[src/rtl/mem_arbiter_pkg.sv]
// Shared definitions for the two-requester memory arbiter:
// state encoding, requester identities and default widths.
package mem_arbiter_pkg;

  localparam int DEF_ADDR_W = 28;
  localparam int DEF_DATA_W = 128;
  localparam int DEF_CNT_W  = 16;

  typedef enum logic [1:0] {
    IDLE  = 2'b00,
    GNT_I = 2'b01,
    GNT_D = 2'b10
  } state_t;

  typedef enum logic {
    REQ_I = 1'b0,
    REQ_D = 1'b1
  } req_id_t;

endpackage

[src/rtl/sat_counter.sv]
// Saturating up-counter with a synchronous clear.
// The clear input has priority over inc.
module sat_counter #(
  parameter int CNT_W = 16
) (
  input  logic             clk,
  input  logic             clear,
  input  logic             inc,
  output logic [CNT_W-1:0] count
);

  logic [CNT_W-1:0] r_count;

  always_ff @(posedge clk) begin
    if (clear) begin
      r_count <= '0;
    end else if (inc && (r_count != {CNT_W{1'b1}})) begin
      r_count <= r_count + 1'b1;
    end
  end

  assign count = r_count;

endmodule

[src/rtl/mem_arbiter.sv]
// Arbitrates one shared block memory between the instruction and data caches.
// Ties alternate using the last-served requester; a grant is held until mem_ready.
module mem_arbiter
  import mem_arbiter_pkg::*;
#(
  parameter int ADDR_W = DEF_ADDR_W,
  parameter int DATA_W = DEF_DATA_W,
  parameter int CNT_W  = DEF_CNT_W
) (
  input  logic              clk,
  input  logic              proc_reset,
  input  logic              ic_read,
  input  logic [ADDR_W-1:0] ic_addr,
  output logic [DATA_W-1:0] ic_rdata,
  output logic              ic_ready,
  input  logic              dc_read,
  input  logic              dc_write,
  input  logic [ADDR_W-1:0] dc_addr,
  input  logic [DATA_W-1:0] dc_wdata,
  output logic [DATA_W-1:0] dc_rdata,
  output logic              dc_ready,
  output logic              mem_read,
  output logic              mem_write,
  output logic [ADDR_W-1:0] mem_addr,
  output logic [DATA_W-1:0] mem_wdata,
  input  logic [DATA_W-1:0] mem_rdata,
  input  logic              mem_ready,
  output logic [CNT_W-1:0]  ic_grants,
  output logic [CNT_W-1:0]  dc_grants
);

  state_t            r_state;
  state_t            w_state_next;
  req_id_t           r_last_gnt;
  logic [ADDR_W-1:0] r_addr;
  logic              r_write;
  logic [DATA_W-1:0] r_wdata;
  logic              w_dc_req;
  logic              w_active;

  assign w_dc_req = dc_read | dc_write;
  assign w_active = (r_state == GNT_I) || (r_state == GNT_D);

  always_comb begin
    w_state_next = r_state;
    case (r_state)
      IDLE: begin
        if (ic_read && w_dc_req) begin
          w_state_next = (r_last_gnt == REQ_D) ? GNT_I : GNT_D;
        end else if (ic_read) begin
          w_state_next = GNT_I;
        end else if (w_dc_req) begin
          w_state_next = GNT_D;
        end
      end
      GNT_I, GNT_D: begin
        if (mem_ready) begin
          w_state_next = IDLE;
        end
      end
      default: w_state_next = IDLE;
    endcase
  end

  always_ff @(posedge clk) begin
    if (proc_reset) begin
      r_state    <= IDLE;
      r_last_gnt <= REQ_D;
      r_addr     <= '0;
      r_write    <= 1'b0;
      r_wdata    <= '0;
    end else begin
      r_state <= w_state_next;
      // The request is captured once; the caches may change their inputs afterwards.
      if ((r_state == IDLE) && (w_state_next == GNT_I)) begin
        r_addr  <= ic_addr;
        r_write <= 1'b0;
        r_wdata <= '0;
      end else if ((r_state == IDLE) && (w_state_next == GNT_D)) begin
        r_addr  <= dc_addr;
        r_write <= dc_write;
        r_wdata <= dc_write ? dc_wdata : '0;
      end
      if (ic_ready) begin
        r_last_gnt <= REQ_I;
      end else if (dc_ready) begin
        r_last_gnt <= REQ_D;
      end
    end
  end

  assign mem_read  = w_active && !r_write;
  assign mem_write = w_active && r_write;
  assign mem_addr  = w_active ? r_addr : '0;
  assign mem_wdata = w_active ? r_wdata : '0;

  // Reset abandons the transfer, so a coincident mem_ready is not acknowledged.
  assign ic_ready = (r_state == GNT_I) && mem_ready && !proc_reset;
  assign dc_ready = (r_state == GNT_D) && mem_ready && !proc_reset;
  assign ic_rdata = mem_rdata;
  assign dc_rdata = mem_rdata;

  sat_counter #(.CNT_W(CNT_W)) u_ic_cnt (
    .clk   (clk),
    .clear (proc_reset),
    .inc   (ic_ready),
    .count (ic_grants)
  );

  sat_counter #(.CNT_W(CNT_W)) u_dc_cnt (
    .clk   (clk),
    .clear (proc_reset),
    .inc   (dc_ready),
    .count (dc_grants)
  );

endmodule
[config.mk]
export PLATFORM = sky130hd
export DESIGN_NAME = mem_arbiter
export DESIGN_NICKNAME = d
export VERILOG_FILES = /design/src/rtl/mem_arbiter_pkg.sv /design/src/rtl/sat_counter.sv /design/src/rtl/mem_arbiter.sv
export SDC_FILE = /design/constraint.sdc
export NUM_CORES = 1
export LEC_CHECK = 0
export BUFFER_PORTS_ARGS = -buffer_cell sky130_fd_sc_hd__buf_2
export CORE_AREA = 2 2 297 299
export DETAILED_ROUTE_END_ITERATION = 8
export DIE_AREA = 0 0 299 301
export GPL_TIMING_DRIVEN = 0
export PLACE_DENSITY = 0.39
export SLEW_MARGIN = 30
export SYNTH_ARGS = -nofsm -noshare
export SYNTH_HDL_FRONTEND = slang
export SYNTH_SLANG_ARGS = --single-unit
[constraint.sdc]
create_clock -name clk -period 1.8 [get_ports clk]
set_input_delay 0.45 -clock clk [delete_from_list [all_inputs] [get_ports clk]]
set_output_delay 0.45 -clock clk [all_outputs]
set_load 0.005 [all_outputs]
==> reports/qor.yml, run 1 <==
synth:
  synth-simple-area-share_pct: 27.6
  yosysUniqueCellTypes: 43
  syn-instance-count: 1365
  synth_warnings: 0
  ys_seq_area_share_pct: 36.0
  synthMuxAreaShare_pct: 0.281
  ys.flop_type: "dfxtp_1"
  synthArstFlopShare_pct: 0
  synthTopCellsByArea: "dfxtp_1 36%, buf_4 18%, and2_1 9.3%"
  synth_edf_count: 0
  yosysMostFrequentCell: "buf_4"
  synth_xor_xnor_area_share_pct: 1.48
  synth_top_family_by_area: "simple AND/OR/NAND/NOR gates"
  synth_top_area_cell: "dfxtp_1"
  synth_area_mm2: 0.0107
  synth_nets: 1689
  synthAdderAreaFrac_pct: 0.703
  ys_ff_latch: 192
  synth_compound_area_share_pct: 11.5
  synthDominantCellAreaShare_pct: 36.0
  synth.top_cells.by_count: "260 x buf_4, 193 x nand2_1, 192 x dfxtp_1, 159 x and2_1, 140 x nand3_1"
  synth_area_per_cell_um2: 7.82
layout:
  drive_gt1_share_pct: 66.9
  fin_cells: 3259
  fillers: 9640
  fin_nets: 2414
  area_growth_pct: 87.0
place:
  gp_congestion: 0.776
  io_buffers: 637
  dp.cells: 3158
  dp_worst_setup_slack_ns: -1.22
  dp_hpwl_um: 40600
flow_run:
  maxCapViolCount: 0
setup_path:
  arrival_ns: 1.96
  cp-start-kind: "flip-flop"
  required_ns: 1.35
  crit_type: "reg2out"
  cp_max_fo: 10
  end_kind: "output pin"
die:
  io_pins: 766
  placementRows: 108
  initial_core_util_pct: 12.3
  core-area_mm2: 0.0865
  die_width_um: 299
  fp.dieH_um: 301
  die_area_mm2: 0.0900
sta:
  clock_skew_ns: 0.0200
  layout_setup_ws_ns: -0.612
  whs_ns: 0.183
  period_needed_ns: 2.41
  finalCritPeriodShare_pct: 134
  final.setup.tns_ns: -149.60
  hold_violations: 0
  fmax_mhz: 415
  slew_viol_final: 0
  worstMarginPinSlew_ns: 0.780
  setup_violations: 334
  rsz0062_at_grt: "yes"
  slew_headroom_pct: 48.0
global_route:
  gr-total-overflow: 0
  grt_pass1_wl_um: 76500
  use_met1_pct: 14.9
  use_met2_pct: 19.1
  antenna_found_initial: 13
  busiest_layer: "met2"
  grt_use_total_pct: 11.7
  grt_max_degree: 18
  grt_pass1_vias: 11300
  grtUsageMet3_pct: 3.09
clock_network:
  htree_levels: 4
  clk_path_buf_depth: 2
  cts_tree: "built"
  clkTransAtPathRegs_ns: 0.09
  cts_buffers: 17
  clock_sinks: 192
  cts_root_buffer: "clkbuf_16"
  clk_latency_ns: 0.51
power_and_ir_drop:
  pwr-share-seq_pct: 30.2
  switchingPower_w: 0.00537
  p_sw_share_pct: 33.9
  leakage_nw: 8.90
  internal_power_w: 0.0104
  combPwrFrac_pct: 41.6
  ir_worst_vdd_uv: 750
  powerDensity_mw_per_mm2: 792
  clock_power_share_pct: 28.2
route:
  routed_wl_um: 56700
  route.vias.total: 11700
  drt_iter0_drc: 333
  postRouteAntennaNets: 0
  drc: 0
  vias_per_cell: 3.58
  wl_per_cell_um: 17.4
  drt_pass1_iterations: 4
status:
  status: "finished with violations"
  violations: "negative setup slack"
hold_path:
  hp-class: "in2reg"
## sequential cells by signal, summed over array words and instances, names as in the netlist
register,count
r_wdata,128
r_addr,28
u_dc_cnt.count,16
u_ic_cnt.count,16
r_state,2
r_last_gnt,1
r_write,1
## stage by stage
stage                     total power (W)  util, %  area [um^2]
after floorplan                   0.00686        -        10700
after global placement            0.00861     17.7        15300
after detailed placement          0.00861     17.8        15400
after CTS                          0.0153     21.6        18700
after global routing               0.0167     23.1        20000
final                              0.0158     23.1        20000
## power groups by stage
stage	Clock (W)	Sequential (W)	Combinational, W
after detailed placement	0	0.00485	0.00376
final	0.00446	0.00478	0.00658
after CTS	0.00469	0.00476	0.00584
after global routing	0.00478	0.00482	0.00707
after global placement	0	0.00485	0.00376
after floorplan	0	0.00480	0.00206
## routing by layer
metal | vias to the layer above | wire length [um]
li1 | 5751 | -
met1 | 5477 | 25000
met2 | 378 | 27300
met3 | 54 | 3340
met4 | 12 | 923
met5 | - | 66
## cell families after synthesis
family / after synthesis
and+or+nand+nor: 591
buffers and inverters: 358
AOI/OAI and AO/OA: 197
DFF: 192
xor gates and xnor gates: 18
adders and majority gates: 6
muxes: 3
## placed cells by master (no fill, tap or decap), types with 18 or more instances in the layout
cell and n:
buf_2 555, buf_4 270, dfxtp_1 190, nand2_1 167
a21oi_2 127, nand3_1 120, buf_6 105, and2_4 82
and2_1 77, buf_12 40, clkbuf_16 38, buf_8 29
nor2_1 29, a311oi_2 21, clkbuf_1 19, nor2_4 18
## worst max-delay path: stages (launching register included)
cell	delay, ns
dfxtp_4	0.37
inv_4	0.04
ha_4	0.24
buf_12	0.14
clkbuf_16	0.18
clkbuf_16	0.18
and2_1	0.14
buf_2	0.14
## worst paths after layout
kind	startpoint	endpoint	slack, ns	cells past startpoint
setup / recovery	r_state[0]$_SDFF_PP0_	mem_wdata[40]	-0.61	7
hold reg to reg	r_wdata[89]$_SDFFE_PP0P_	r_wdata[89]$_SDFFE_PP0P_	0.46	2
hold / removal	dc_addr[19]	r_addr[19]$_SDFFE_PP0P_	0.18	3
setup reg to reg	r_state[0]$_SDFF_PP0_	r_wdata[78]$_SDFFE_PP0P_	-0.53	12
## final cells by class
class | instances | area, um^2 | area share (%)
Sequential cell | 192 | 3850 | 19.3
Multi-Input combinational cell | 815 | 5780 | 29.0
Inverter | 7 | 28.8 | 0.144
Antenna cell | 1 | 2.50 | 0.0125
Clock buffer | 19 | 443 | 2.22
Buffer | 346 | 3170 | 15.9
Timing Repair Buffer | 711 | 5030 | 25.2
Clock inverter | 13 | 201 | 1.01
Tap cell | 1155 | 1450 | 7.24
## what timing repair did
action,CTS,global route
buffers inserted,34,16
pin swaps,74,84
cloned,25,11
endpoints found under the setup margin,338,343
resized for setup,458,290
hold buffers,0,0
(Power assumes the default switching activity.)
==> run 2, diff against run 1 <==
--- a/config.mk
+++ b/config.mk
@@ -10,7 +10,7 @@
 export DETAILED_ROUTE_END_ITERATION = 8
 export DIE_AREA = 0 0 299 301
 export GPL_TIMING_DRIVEN = 0
-export PLACE_DENSITY = 0.39
+export PLACE_DENSITY = 0.4
 export SLEW_MARGIN = 30
 export SYNTH_ARGS = -nofsm -noshare
 export SYNTH_HDL_FRONTEND = slang
==> run 2 against run 1 <==
Effect of this change: the run still ends with negative setup slack left; core utilization fell by 2.9 points; count of clock-buffer cells in the layout up 1; maximum frequency decreased by 2.3%; routed wire length fell by 8.2%; cell count shrank 0.77%; non-clock buffer count shrank 31; total power shrank 13%; highest routed layer unchanged.
==> reports/qor.yml, run 2 (synthesis gave the netlist of run 1 again) <==
status:
  status: "finished with violations"  # unchanged
  violations: "negative setup slack"  # unchanged
layout:
  final_common_cell: "buf_2"  # unchanged
  reg.largest.list: "r_wdata x128, r_addr x28"  # unchanged
  area_growth_pct: 63.6  # was 87.0%
  fillers: 9849  # was 9640
  drive_gt1_share_pct: 54.1  # was 66.9%
  fin_cells: 3234  # was 3259
  largest_reg_flops: 128  # unchanged
  fin_nets: 2383  # was 2414
  final_cell_mix: "630 x buf_2, 280 x buf_4, 191 x nand2_1"  # was 555 x buf_2, 270 x buf_4, 190 x dfxtp_1
  top_register: "r_wdata"  # unchanged
sta:
  fmax_mhz: 405  # was 415 MHz
  slew_viol_final: 0  # unchanged
  whs_ns: 0.182  # was 0.183 ns
  clock_skew_ns: 0.0283  # was 0.0200 ns
  setup_violations: 336  # was 334
  rsz0062_at_grt: "yes"  # unchanged
  layout_setup_ws_ns: -0.669  # was -0.612 ns
  worstMarginPinSlew_ns: 0.945  # was 0.780 ns
  period_needed_ns: 2.47  # was 2.41 ns
  slew_headroom_pct: 37.0  # was 48.0%
  hold_violations: 0  # unchanged
  finalCritPeriodShare_pct: 137  # was 134%
power_and_ir_drop:
  p_sw_share_pct: 34.0  # was 33.9%
  combPwrFrac_pct: 36.7  # was 41.6%
  internal_power_w: 0.00911  # was 0.0104 W
  powerDensity_mw_per_mm2: 791  # was 792 mW/mm^2
  pwr-share-seq_pct: 34.5  # was 30.2%
  switchingPower_w: 0.00470  # was 0.00537 W
  clock_power_share_pct: 28.8  # was 28.2%
  ir_worst_vdd_uv: 715  # was 750 uV
  leakage_nw: 8.22  # was 8.90 nW
route:
  postRouteAntennaNets: 0  # unchanged
  drt_iter0_drc: 336  # was 333
  drt_pass1_iterations: 4  # unchanged
  drc: 0  # unchanged
  wl_per_cell_um: 16.1  # was 17.4 um
  vias_per_cell: 3.51  # was 3.58
  routed_wl_um: 52000  # was 56700 um
  route.vias.total: 11400  # was 11700
flow_run:
  maxCapViolCount: 0  # unchanged
hold_path:
  hold_start: "dc_addr[23]"  # was dc_addr[19]
  min_path_cells: 3  # unchanged
  hold_end: "r_addr[23]$_SDFFE_PP0P_"  # was r_addr[19]$_SDFFE_PP0P_
  hp-class: "in2reg"  # unchanged
setup_path:
  reg2reg_from: "r_state[1]$_SDFF_PP0_"  # was r_state[0]$_SDFF_PP0_
  crit_path_cell_trace: "inv_2 -> ha_4 -> clkbuf_16 -> buf_16 -> clkbuf_16 -> and2_1 -> buf_2"  # was inv_4 -> ha_4 -> buf_12 -> clkbuf_16 -> clkbuf_16 -> and2_1 -> buf_2
  cpMaxStageDelayCell: "dfxtp_4"  # unchanged
  cp-start-kind: "flip-flop"  # unchanged
  path_common_cell: "clkbuf_16"  # unchanged
  startpoint: "r_state[1]$_SDFF_PP0_"  # was r_state[0]$_SDFF_PP0_
  worstReg2RegEnd: "r_addr[8]$_SDFFE_PP0P_"  # was r_wdata[78]$_SDFFE_PP0P_
  arrival_ns: 2.02  # was 1.96 ns
  reg2reg_depth: 11  # was 12
  required_ns: 1.35  # about the same
  ff2ff_setup_slack_ns: -0.47  # was -0.53 ns
  crit_type: "reg2out"  # unchanged
  end_kind: "output pin"  # unchanged
  cp_max_fo: 7  # was 10
  cpPeakStageDelay_ns: 0.36  # was 0.37 ns
place:
  dp_hpwl_um: 39900  # was 40600 um
  dp.cells: 3159  # was 3158
  dp_worst_setup_slack_ns: -1.25  # was -1.22 ns
  io_buffers: 637  # unchanged
  gp_congestion: 0.759  # was 0.776
clock_network:
  ctsHoldBuffers: 0  # unchanged
  clk_path_buf_depth: 2  # unchanged
  cts_tree: "built"  # unchanged
  htree_levels: 4  # unchanged
  cts_root_buffer: "clkbuf_16"  # unchanged
  cts_buffers: 17  # unchanged
  clk_latency_ns: 0.51  # about the same
  clkTransAtPathRegs_ns: 0.09  # about the same
  clock_sinks: 192  # unchanged
die:
  die_area_mm2: 0.0900  # unchanged
  core-area_mm2: 0.0865  # unchanged
  placementRows: 108  # unchanged
  io_pins: 766  # unchanged
  initial_core_util_pct: 12.3  # unchanged
  fp.dieH_um: 301  # unchanged
  die_width_um: 299  # unchanged
global_route:
  grt_pass1_wl_um: 72300  # was 76500 um
  grt_use_total_pct: 10.9  # was 11.7%
  grt_max_degree: 17  # was 18
  antenna_found_initial: 14  # was 13
  grt_pass1_vias: 10800  # was 11300
  gr-total-overflow: 0  # unchanged
==> run 2: cell count changes in the layout (fill, tap and decap cells not counted), moves of 24 or more <==
cell     previous run  this run
and2_4             82        24
a21oi_2           127        25
and2_1             77       135
buf_2             555       630
a21oi_1             6       109
nand2_1           167       191
buf_6             105        34
==> run 2: repair_timing <==
item	4_1_cts	5_1_grt
endpoints found under the setup margin	338	347
pin swaps	22	10
resized for setup	163	123
buffers inserted	19	6
cloned	6	6
==> run 2: worst max path at each step <==
stage / endpoint / slack, ns / cells past startpoint
after floorplan: r_addr[10]$_SDFFE_PP0P_ / -0.03 / 9
after CTS: mem_wdata[9] / -0.79 / 7
after global placement: mem_wdata[9] / -1.95 / 6
after global routing: mem_wdata[9] / -0.79 / 7
after detailed placement: mem_wdata[9] / -1.25 / 7
final: mem_wdata[16] / -0.67 / 7
==> run 2: layout make-up <==
class | instances | area, um^2 | share of cell area, %
timing repair buffer | 676 | 3900 | 22.3
inverter | 7 | 28.8 | 0.165
tap | 1155 | 1450 | 8.28
sequential | 192 | 3850 | 22.1
antenna | 7 | 17.5 | 0.100
clock inverter | 12 | 110 | 0.631
buffer | 350 | 2920 | 16.7
clock buffer | 20 | 457 | 2.62
multi-input combinational | 815 | 4730 | 27.1
==> run 2: power groups by stage <==
stage / logic [W] / clock network [W] / registers (W)
floorplan: 0.00206 / 0 / 0.00480
global placement: 0.00378 / 0 / 0.00486
detailed placement: 0.00381 / 0 / 0.00486
CTS: 0.00480 / 0.00424 / 0.00476
global route: 0.00551 / 0.00440 / 0.00480
finish: 0.00506 / 0.00398 / 0.00476
==> run 2: metal layers <==
metal | wire length (um) | up-vias | global-route usage [%]
li1 | - | 5672 | -
met1 | 22900 | 5202 | 14.0
met2 | 24400 | 420 | 17.3
met3 | 3710 | 48 | 3.48
met4 | 915 | 8 | 3.76
met5 | 51 | - | 0
==> run 2: through the flow <==
step	util, %	TNS (ns)	total power, W	cell area, um^2
finish	20.2	-149.49	0.0138	17500
global route	20.2	-184.63	0.0147	17500
CTS	19.5	-169.23	0.0138	16900
detailed placement	17.8	-220.19	0.00867	15400
global placement	17.7	-301.49	0.00864	15300
floorplan	-	-0.469	0.00686	10700
==> run 2: worst max-delay path: cells and delay by family (launching register included) <==
| family | cells | cell delay [ns] |
|---|---|---|
| flip-flops | 1 | 0.36 |
| adder cells (fa/ha/maj) | 1 | 0.27 |
| AND/OR/NAND/NOR | 1 | 0.16 |
| buffers and inverters | 5 | 0.69 |
==> run 3, diff against run 2 <==
--- a/config.mk
+++ b/config.mk
@@ -6,11 +6,11 @@
 export NUM_CORES = 1
 export LEC_CHECK = 0
 export BUFFER_PORTS_ARGS = -buffer_cell sky130_fd_sc_hd__buf_2
-export CORE_AREA = 2 2 297 299
+export CORE_AREA = 2 2 299 301
 export DETAILED_ROUTE_END_ITERATION = 8
-export DIE_AREA = 0 0 299 301
+export DIE_AREA = 0 0 301 303
 export GPL_TIMING_DRIVEN = 0
-export PLACE_DENSITY = 0.4
+export PLACE_DENSITY = 0.39
 export SLEW_MARGIN = 30
 export SYNTH_ARGS = -nofsm -noshare
 export SYNTH_HDL_FRONTEND = slang
==> constraint.sdc (replaced) <==
create_clock -name clk -period 3.1 [get_ports clk]
set_input_delay 0.775 -clock clk [delete_from_list [all_inputs] [get_ports clk]]
set_output_delay 0.775 -clock clk [all_outputs]
set_load 0.005 [all_outputs]
==> run 3 against run 2 <==
Effect of this change: the run now ends clean; count of clock-buffer cells in the layout shrank 2; hold slack improved by 0.26 ns; critical endpoint unchanged; highest routed layer unchanged; first-iteration DRC count rose by 7.7%; sequential power decreased by 42%; global-route usage is 0.49 points lower; worst setup slack gained 0.83 ns; non-clock buffer count down 38; cell count fell by 0.99%.
==> reports/qor.yml, run 3 (synthesis gave the netlist of run 1 again) <==
place:
  gp_congestion: 0.770  # was 0.759
  dp_hpwl_um: 39900  # about the same
  io_buffers: 637  # unchanged
  dp_worst_setup_slack_ns: -0.489  # was -1.25 ns
die:
  initial_core_util_pct: 12.1  # was 12.3%
  die_area_mm2: 0.0912  # was 0.0900 mm^2
  placementRows: 109  # was 108
  die_width_um: 301  # was 299 um
  core-area_mm2: 0.0880  # was 0.0865 mm^2
  io_pins: 766  # unchanged
  fp.dieH_um: 303  # was 301 um
sta:
  finalCritPeriodShare_pct: 94.8
  hold_violations: 0  # unchanged
  layout_setup_ws_ns: 0.161  # was -0.669 ns
  rsz0062_at_grt: "no"  # was yes
  setup_violations: 0  # was 336
  slew_viol_final: 0  # unchanged
  period_needed_ns: 2.94
  slew_headroom_pct: 50.3  # was 37.0%
  fmax_mhz: 340
  worstMarginPinSlew_ns: 0.746  # was 0.945 ns
  clock_skew_ns: 0.0216  # was 0.0283 ns
clock_network:
  clkTransAtPathRegs_ns: 0.08  # was 0.09 ns
  cts_buffers: 17  # unchanged
  htree_levels: 4  # unchanged
  clk_path_buf_depth: 2  # unchanged
  clock_sinks: 192  # unchanged
  cts_root_buffer: "clkbuf_16"  # unchanged
  clk_latency_ns: 0.50  # was 0.51 ns
  post_cts_buffers: 0  # was 19
  cts_tree: "built"  # unchanged
hold_path:
  hp-class: "reg2reg"  # was in2reg
layout:
  fin_nets: 2345  # was 2383
  area_growth_pct: 49.8  # was 63.6%
  reg.largest.list: "r_wdata x128, r_addr x28"  # unchanged
  final_util_pct: 18.2  # was 20.2%
  largest_reg_flops: 128  # unchanged
  final_common_cell: "buf_2"  # unchanged
  final_cell_mix: "679 x buf_2, 261 x buf_4, 193 x nand2_1"  # was 630 x buf_2, 280 x buf_4, 191 x nand2_1
  fillers: 10100  # was 9849
  top_register: "r_wdata"  # unchanged
  drive_gt1_share_pct: 49.6  # was 54.1%
route:
  met1Wirelength_um: 22200  # was 22900 um
  postRouteAntennaNets: 0  # unchanged
  routed_wl_um: 49800  # was 52000 um
  vias_per_cell: 3.48  # was 3.51
  top_layer: "met5"  # unchanged
  dr_wl_met3_um: 3270  # was 3710 um
  route.vias.total: 11100  # was 11400
  drt_pass1_iterations: 4  # unchanged
  drc: 0  # unchanged
  routed-wl-met2_um: 23600  # was 24400 um
  drt_iter0_drc: 362  # was 336
  wl_per_cell_um: 15.6  # was 16.1 um
power_and_ir_drop:
  powerDensity_mw_per_mm2: 456  # was 791 mW/mm^2
  leakage_nw: 7.61  # was 8.22 nW
  ir_worst_vdd_uv: 437  # was 715 uV
global_route:
  grt_pass1_vias: 10600  # was 10800
  grt_use_total_pct: 10.4  # was 10.9%
  antenna_found_initial: 11  # was 14
  grt_pass1_wl_um: 69700  # was 72300 um
  gr-total-overflow: 0  # unchanged
  grt_max_degree: 20  # was 17
setup_path:
  arrival_ns: 2.16  # was 2.02 ns
  cp_max_fo: 11  # was 7
  cp-start-kind: "flip-flop"  # unchanged
  end_kind: "output pin"  # unchanged
  required_ns: 2.32  # was 1.35 ns
  crit_type: "reg2out"  # unchanged
flow_run:
  maxCapViolCount: 0  # unchanged
status:
  status: "completed"  # was finished with violations
## run 3: layout make-up
| cell class | instances | area (um^2) | share of cell area (%) |
|---|---|---|---|
| clock buffer | 18 | 429 | 2.68 |
| inverter | 7 | 26.3 | 0.164 |
| timing repair buffer | 637 | 3190 | 19.9 |
| sequential | 192 | 3840 | 24.0 |
| tap | 1165 | 1460 | 9.12 |
| antenna | 3 | 7.51 | 0.0470 |
| buffer | 351 | 2440 | 15.2 |
| clock inverter | 14 | 149 | 0.931 |
| multi-input combinational | 815 | 4450 | 27.8 |
## run 3: repair_timing
action,in CTS,in global routing
gates resized for setup,28,3
hold buffers,0,0
endpoints found under the setup margin,159,4
pin swaps,0,0
## run 3: routing by layer
metal / vias up / GRT usage, %
met2: 372 / 17.0
li1: 5585 / -
met4: 6 / 2.93
met1: 5136 / 13.3
met3: 28 / 3.20
met5: - / 0
## run 3: worst paths after layout
check | slack [ns] | cells past startpoint | start | end
max | 0.16 | 6 | r_state[1]$_SDFF_PP0_ | mem_wdata[16]
min | 0.45 | 2 | r_wdata[117]$_SDFFE_PP0P_ | r_wdata[117]$_SDFFE_PP0P_
max reg2reg | 0.35 | 9 | r_state[1]$_SDFF_PP0_ | r_wdata[21]$_SDFFE_PP0P_
min reg2reg | 0.45 | 2 | r_wdata[117]$_SDFFE_PP0P_ | r_wdata[117]$_SDFFE_PP0P_
## run 3: worst max-delay path, stage by stage (launching register included)
cell       delay (ns)
dfxtp_1          0.41
inv_1            0.11
ha_4             0.36
clkbuf_16        0.21
clkbuf_8         0.22
and2_1           0.13
buf_2            0.19
## run 3: metrics by stage
stage	TNS, ns	area (um^2)	hold WS (ns)	power [W]	std cells
floorplan	0	10700	0.427	0.00397	1365
global placement	-51.95	15300	0.435	0.00501	3167
detailed placement	-11.37	15300	0.440	0.00499	3167
CTS	0	16000	0.452	0.00750	3199
global route	0	16000	0.465	0.00776	3201
finish	0	16000	0.447	0.00729	3202
## run 3: power breakdown
group	total, W	switching [W]	leakage [nW]	internal, W
combinational	0.00216	0.00128	5.78	0.000885
clock	0.00236	0.00129	0.271	0.00107
sequential	0.00276	0.0000945	1.56	0.00267
